**src/rtl/pe.sv**
```systemverilog
// pe: matrix-multiply processing element; forwards A/B lanes, captures its B column,
// accumulates one column of C into a result memory. Define PE_DOUBLE_BUFFER_EN for two result banks.
module pe #(
    parameter int log_size = 2,
    parameter int index    = 1
) (
    input  logic                clk,
    input  logic                rst,
    input  logic [31:0]         a,
    input  logic [31:0]         b,
    input  logic                stb,
    input  logic                input_b_valid,
    input  logic                next_PE_ack,
    output logic                input_ack,
    input  logic [log_size-1:0] addr,
    input  logic                mem_select,
    output logic [31:0]         c,
    output logic [31:0]         output_a,
    output logic [31:0]         output_b,
    output logic                output_b_valid,
    output logic                output_stb
);
    localparam int n  = 1 << log_size;
    localparam int tw = 2 * log_size + 1;
    localparam logic [tw-1:0]       nv    = tw'(n);
    localparam logic [tw-1:0]       nsq   = tw'(n * n);
    localparam logic [tw-1:0]       last  = tw'(n * n + n - 1);
    localparam logic [log_size-1:0] col   = log_size'(index - 1);
    localparam logic [log_size-1:0] lastj = log_size'(n - 1);

    logic [tw-1:0]         t;
    logic [tw-1:0]         ta;
    logic [log_size-1:0]   j;
    logic [log_size-1:0]   r;
    logic [log_size:0]     ka;
    logic [31:0]           bcap;
    logic [31:0]           bwork;
    logic [31:0]           bnext;
    logic [31:0]           acc_old;
    logic [31:0]           sum;
    logic                  adv;
    logic                  in_b;
    logic                  cnt;
    logic                  fin;
`ifdef PE_DOUBLE_BUFFER_EN
    logic                  wbank;
    logic [31:0]           mem [2][n];
`else
    logic                  unused_sel;
    logic [31:0]           mem [n];
`endif

    // Beat decode: which lane is active and the MAC operands for this beat
    always_comb begin
        adv       = stb & next_PE_ack;
        input_ack = adv;
        in_b      = t < nsq;
        cnt       = adv & (~in_b | input_b_valid);
        fin       = cnt & (t == last);
        j         = t[log_size-1:0];
        ta        = t - nv;
        r         = ta[log_size-1:0];
        ka        = ta[tw-1:log_size];
        bnext     = (col == lastj) ? b : bcap;
`ifdef PE_DOUBLE_BUFFER_EN
        acc_old   = mem[wbank][r];
        c         = mem[mem_select][addr];
`else
        unused_sel = mem_select;
        acc_old   = mem[r];
        c         = mem[addr];
`endif
        sum       = ((ka == '0) ? 32'd0 : acc_old) + a * bwork;
    end

    // Forwarding registers, beat counter, B capture and frame completion
    always_ff @(posedge clk) begin
        if (rst) begin
            t              <= '0;
            bcap           <= '0;
            bwork          <= '0;
            output_a       <= '0;
            output_b       <= '0;
            output_b_valid <= 1'b0;
            output_stb     <= 1'b0;
        end else if (adv) begin
            output_a       <= a;
            output_b       <= b;
            output_b_valid <= input_b_valid;
            if (cnt) begin
                if (in_b && j == col) bcap <= b;
                if (in_b && j == lastj) bwork <= bnext;
                t <= fin ? '0 : t + 1'b1;
                if (fin) output_stb <= 1'b1;
            end
        end
    end

    // Result memory: MAC into the write bank on A-lane beats, bank flips at frame end
    always_ff @(posedge clk) begin
        if (rst) begin
`ifdef PE_DOUBLE_BUFFER_EN
            wbank <= 1'b0;
            for (int i = 0; i < n; i++) begin
                mem[0][i] <= '0;
                mem[1][i] <= '0;
            end
`else
            for (int i = 0; i < n; i++) mem[i] <= '0;
`endif
        end else if (cnt) begin
`ifdef PE_DOUBLE_BUFFER_EN
            if (t >= nv) mem[wbank][r] <= sum;
            if (fin) wbank <= ~wbank;
`else
            if (t >= nv) mem[r] <= sum;
`endif
        end
    end
endmodule

```
**config.mk**
```make
export PLATFORM = sky130hd
export DESIGN_NAME = pe
export DESIGN_NICKNAME = d
export VERILOG_FILES = /design/src/rtl/pe.sv
export SDC_FILE = /design/constraint.sdc
export NUM_CORES = 2
export LEC_CHECK = 0
export BUFFER_PORTS_ARGS = -buffer_cell sky130_fd_sc_hd__buf_2
export CELL_PAD_IN_SITES_DETAIL_PLACEMENT = 2
export CELL_PAD_IN_SITES_GLOBAL_PLACEMENT = 2
export CORE_UTILIZATION = 37
export CTS_CLUSTER_DIAMETER = 80
export DETAILED_ROUTE_END_ITERATION = 8
export GPL_TIMING_DRIVEN = 0
export PLACE_DENSITY_LB_ADDON = 0.1
export SLEW_MARGIN = 10
export SYNTH_ARGS = -nofsm -noshare
export SYNTH_HDL_FRONTEND = slang
export SYNTH_SLANG_ARGS = --single-unit
```
**constraint.sdc**
```tcl
create_clock -name clk -period 7 [get_ports clk]
set_input_delay 0.7 -clock clk [delete_from_list [all_inputs] [get_ports clk]]
set_output_delay 0.7 -clock clk [all_outputs]
set_load 0.1 [all_outputs]
```
==> impl_summary.log <==
INFO  metric finalCoreUtilization = 43.52%
INFO  metric layout.cells.most_common_list = 510 x sky130_fd_sc_hd__nand2_1, 474 x sky130_fd_sc_hd__inv_1, 428 x sky130_fd_sc_hd__fa_1, 327 x sky130_fd_sc_hd__and2_1, 167 x sky130_fd_sc_hd__buf_2
INFO  metric timing.critical_path.slowest_stage_cell = sky130_fd_sc_hd__fa_2
INFO  metric wp_buf_inv = 7
INFO  metric detailedPlacementHpwl = 89290 um
INFO  metric vdd_drop_max = 0.1766 mV
INFO  metric avgRoutedWirePerCell = 27.09 um
INFO  metric comb_power_share = 21.8%
INFO  metric timing_hold_violations_final = 0
INFO  metric max_fanout_on_critical_path = 10
INFO  metric number_of_enable_type_register_cells_in_the_synthesized_netlist = 128
INFO  metric insertion_delay = 0.56 ns
INFO  metric first_global_vias = 24800
INFO  metric combined_global_route_utilization_of_all_metal_layers = 29.42%
INFO  metric final.min_clock_period = 8.073 ns
INFO  metric drt_first_iter_violations = 1077
INFO  metric max_slew.worst_pin.slew = 1.391 ns
INFO  metric timing_max_transition_violations_final = 0
INFO  metric power.share.sequential = 42.4%
INFO  metric cts_tree = yes
INFO  metric final_nets = 3786
INFO  metric antenna_found_initial = 8
INFO  metric core_area = 74320 um2
INFO  metric skew = 0.02733 ns
INFO  metric layout_commonest_cell = sky130_fd_sc_hd__nand2_1
INFO  metric post-route-worst-setup-slack = -1.073 ns
INFO  metric synth_xor_area_share = 2.838%
INFO  metric grt_pass1_wl = 163000 um
INFO  metric worst-setup-path-type = flop to flop
INFO  metric boundaryPins = 171
INFO  metric placedCellCount = 4034
INFO  metric path_common_cell = sky130_fd_sc_hd__fa_1
INFO  metric ctsRootBufferMaster = sky130_fd_sc_hd__clkbuf_16
INFO  metric post_route_drc_violation_count = 0
INFO  metric ant_nets = 0
INFO  metric synth_warnings = 0
INFO  metric min_path_type = input pin to flop
INFO  metric post_synth_inst_count = 2894
INFO  metric clk_pin_slew = 0.06 ns
INFO  metric synth_fp_nets = 3530
INFO  metric internal_power = 2.672 mW
INFO  metric synthArstFlopShare = 0%
INFO  metric route.vias.total = 21520
INFO  metric power_switching = 1.306 mW
INFO  metric worst_setup_path_end_kind = flop
INFO  metric port_buffers = 162
INFO  metric die_x_extent = 276.0 um
INFO  metric drt_pre_antenna_iters = 5
INFO  metric critPathMaxStageDelay = 0.60 ns
INFO  metric synth-adder-area-share = 37.24%
INFO  metric fin_worst_hold_slack = 0.4207 ns
INFO  metric max_slew_margin = 7.238%
INFO  metric grt.met2_usage = 50.96%
INFO  metric power_density_cells = 123.0 nW/um2
INFO  metric post_synth_simple_gate_area = 17.55%
INFO  metric grt_start_max_net_pins = 19
INFO  metric worst_setup_slack_for_register_to_register_paths = -1.07 ns
INFO  metric max_cap_viol_count = 0
INFO  metric power.static_leakage = 14.45 nW
INFO  metric report.final.setup_viol = 84
INFO  metric cp.required = 7.40 ns
INFO  metric final-instance-count-excl-fill = 4137
INFO  metric yosys_register_bits = 263
INFO  metric power = 3.978 mW
INFO  metric failing_checks = setup timing
INFO  metric crit_arrival = 8.47 ns
INFO  metric ctsLongestPathBuffers = 3
INFO  metric largest_family_of_logic_cells_by_synthesized_area = adder cells
INFO  metric final_layout_size_suffix_gt1_share = 16.92%
INFO  metric met1_usage = 39.20%
INFO  metric syn2layout_area_growth = 16.46%
INFO  metric sequential_element_share_of_the_synthesized_area = 23.57%
INFO  metric rsz0062_at_grt = true
INFO  metric starting_density_of_the_core = 37.37%
INFO  metric status = complete, but fails checks
INFO  metric cts_buffers = 27
INFO  metric grt-busiest-layer = met2
INFO  metric groute.layer.met3.usage = 2.662%
INFO  metric critPathLaunchType = flop
INFO  metric cts_max_level = 1
INFO  metric power.switching_fraction = 32.83%
INFO  metric yosysUniqueCellTypes = 62
INFO  metric routed_wl = 112100 um
INFO  metric fp.dieArea = 76170 um2
INFO  metric syn-cell-area = 27780 um2
INFO  metric cts_num_sinks = 263
INFO  metric detail_route.vias_per_cell = 5.202
INFO  metric synth.area.mux_share = 5.225%
INFO  metric period_share = 115.3%
INFO  metric synth_flop_type = sky130_fd_sc_hd__dfxtp_1
INFO  metric rows = 100
INFO  metric place_congestion = 0.9026
INFO  metric p_clk_share = 35.8%
INFO  metric postSynthAreaPerCell = 9.598 um2
INFO  metric die_y = 276.0 um
INFO  metric top_cell_family_by_delay_on_the_critical_path = adder cells
INFO  metric synth_compound_area_share = 4.545%
INFO  metric timing.fmax = 0.1239 GHz
INFO  metric globalRouteOverflowTotal = 0
==> stage by stage <==
step	setup TNS [ns]	cell area [um2]	setup WS, ns
final	-54.98	32350	-1.073
after global routing	-72.87	32340	-1.260
after global placement	-222.83	29900	-2.703
after detailed placement	-178.68	30040	-2.871
after floorplan	-2.049	27870	-0.1269
after CTS	-42.75	31880	-0.9306
==> registers in the layout, indices dropped and copies added, names as in the netlist <==
name,count
mem,128
bcap,32
bwork,32
output_a,32
output_b,32
t,5
output_b_valid,1
output_stb,1
==> synthesized netlist by cell type (59+ instances only) <==
cell / count / area (um2)
sky130_fd_sc_hd__fa_1: 438 / 8768
sky130_fd_sc_hd__ha_1: 126 / 1577
sky130_fd_sc_hd__mux4_2: 64 / 1441
sky130_fd_sc_hd__a21oi_1: 148 / 740.7
sky130_fd_sc_hd__nor2_1: 117 / 439.2
sky130_fd_sc_hd__and2_1: 327 / 2046
sky130_fd_sc_hd__nand2_1: 530 / 1989
sky130_fd_sc_hd__clkbuf_1: 149 / 559.3
sky130_fd_sc_hd__dfxtp_1: 135 / 2703
sky130_fd_sc_hd__inv_1: 492 / 1847
sky130_fd_sc_hd__edfxtp_1: 128 / 3844
sky130_fd_sc_hd__xnor2_1: 59 / 516.8
==> power by group through the flow <==
stage	logic [mW]	registers, mW	clock network (mW)
5_1_grt	0.909	1.69	1.50
2_1_floorplan	0.398	1.83	0
3_3_place_gp	0.785	1.72	0
4_1_cts	0.855	1.68	1.45
6_report	0.868	1.69	1.42
3_5_place_dp	0.810	1.72	0
==> cells by family after synthesis <==
group           Yosys count
fa+ha+maj               564
compound gates          212
mux                      65
buf+inv                 662
flops                   263
xor+xnor                 86
simple gates           1042
==> cell type report <==
type                            instances  area, um2
Buffer                                166      798.3
Clock inverter                          8      88.84
Sequential cell                       263       6555
Tap cell                              969       1212
Antenna cell                            1      2.502
Inverter                              492       1847
Clock buffer                           38      726.9
Timing Repair Buffer                  231       1531
Fill cell                            8063      41980
Multi-Input combinational cell       1969      19580
==> worst register-to-register path, stage by stage, from the launching register on <==
cell and delay [ns]:
sky130_fd_sc_hd__dfxtp_4 0.36, sky130_fd_sc_hd__buf_12 0.13, sky130_fd_sc_hd__buf_12 0.16, sky130_fd_sc_hd__mux4_2 0.59, sky130_fd_sc_hd__nand2_2 0.13, sky130_fd_sc_hd__fa_1 0.42, sky130_fd_sc_hd__inv_2 0.08, sky130_fd_sc_hd__fa_1 0.41
sky130_fd_sc_hd__fa_1 0.57, sky130_fd_sc_hd__inv_1 0.08, sky130_fd_sc_hd__fa_1 0.55, sky130_fd_sc_hd__inv_1 0.06, sky130_fd_sc_hd__fa_1 0.49, sky130_fd_sc_hd__fa_1 0.53, sky130_fd_sc_hd__fa_2 0.60, sky130_fd_sc_hd__inv_1 0.06
sky130_fd_sc_hd__fa_1 0.47, sky130_fd_sc_hd__inv_1 0.05, sky130_fd_sc_hd__ha_2 0.33, sky130_fd_sc_hd__a21o_1 0.18, sky130_fd_sc_hd__a21o_1 0.18, sky130_fd_sc_hd__a21oi_2 0.21, sky130_fd_sc_hd__o21ai_0 0.21, sky130_fd_sc_hd__o21bai_4 0.26
sky130_fd_sc_hd__a211oi_4 0.28, sky130_fd_sc_hd__xnor3_2 0.41, sky130_fd_sc_hd__nor2_1 0.15
==> timing repair <==
| action | 4_1_cts | 5_1_grt |
|---|---|---|
| hold buffers | 0 | 0 |
| setup buffers | 37 | 23 |
| gates cloned | 1 | 0 |
| endpoints found under the setup margin | 88 | 84 |
| resized for setup | 174 | 74 |
| pin swaps | 70 | 60 |
==> final timing paths <==
path	startpoint	endpoint	cells past startpoint
hold / removal	b[23]	output_b[23]	3
setup / recovery	t[0]	mem[3][31]	26
setup reg to reg	t[0]	mem[3][31]	26
hold reg to reg	output_a[0]	output_a[0]	2
==> layer usage <==
metal / routed length (um) / vias to the layer above / part of all wire [%]
met3: 4066 / 136 / 3.6
met2: 56180 / 459 / 50
met5: 8 / - / 0.0071
met1: 48270 / 11580 / 43
met4: 3553 / 2 / 3.2
li1: - / 9347 / -
(Power assumes the default switching activity.)
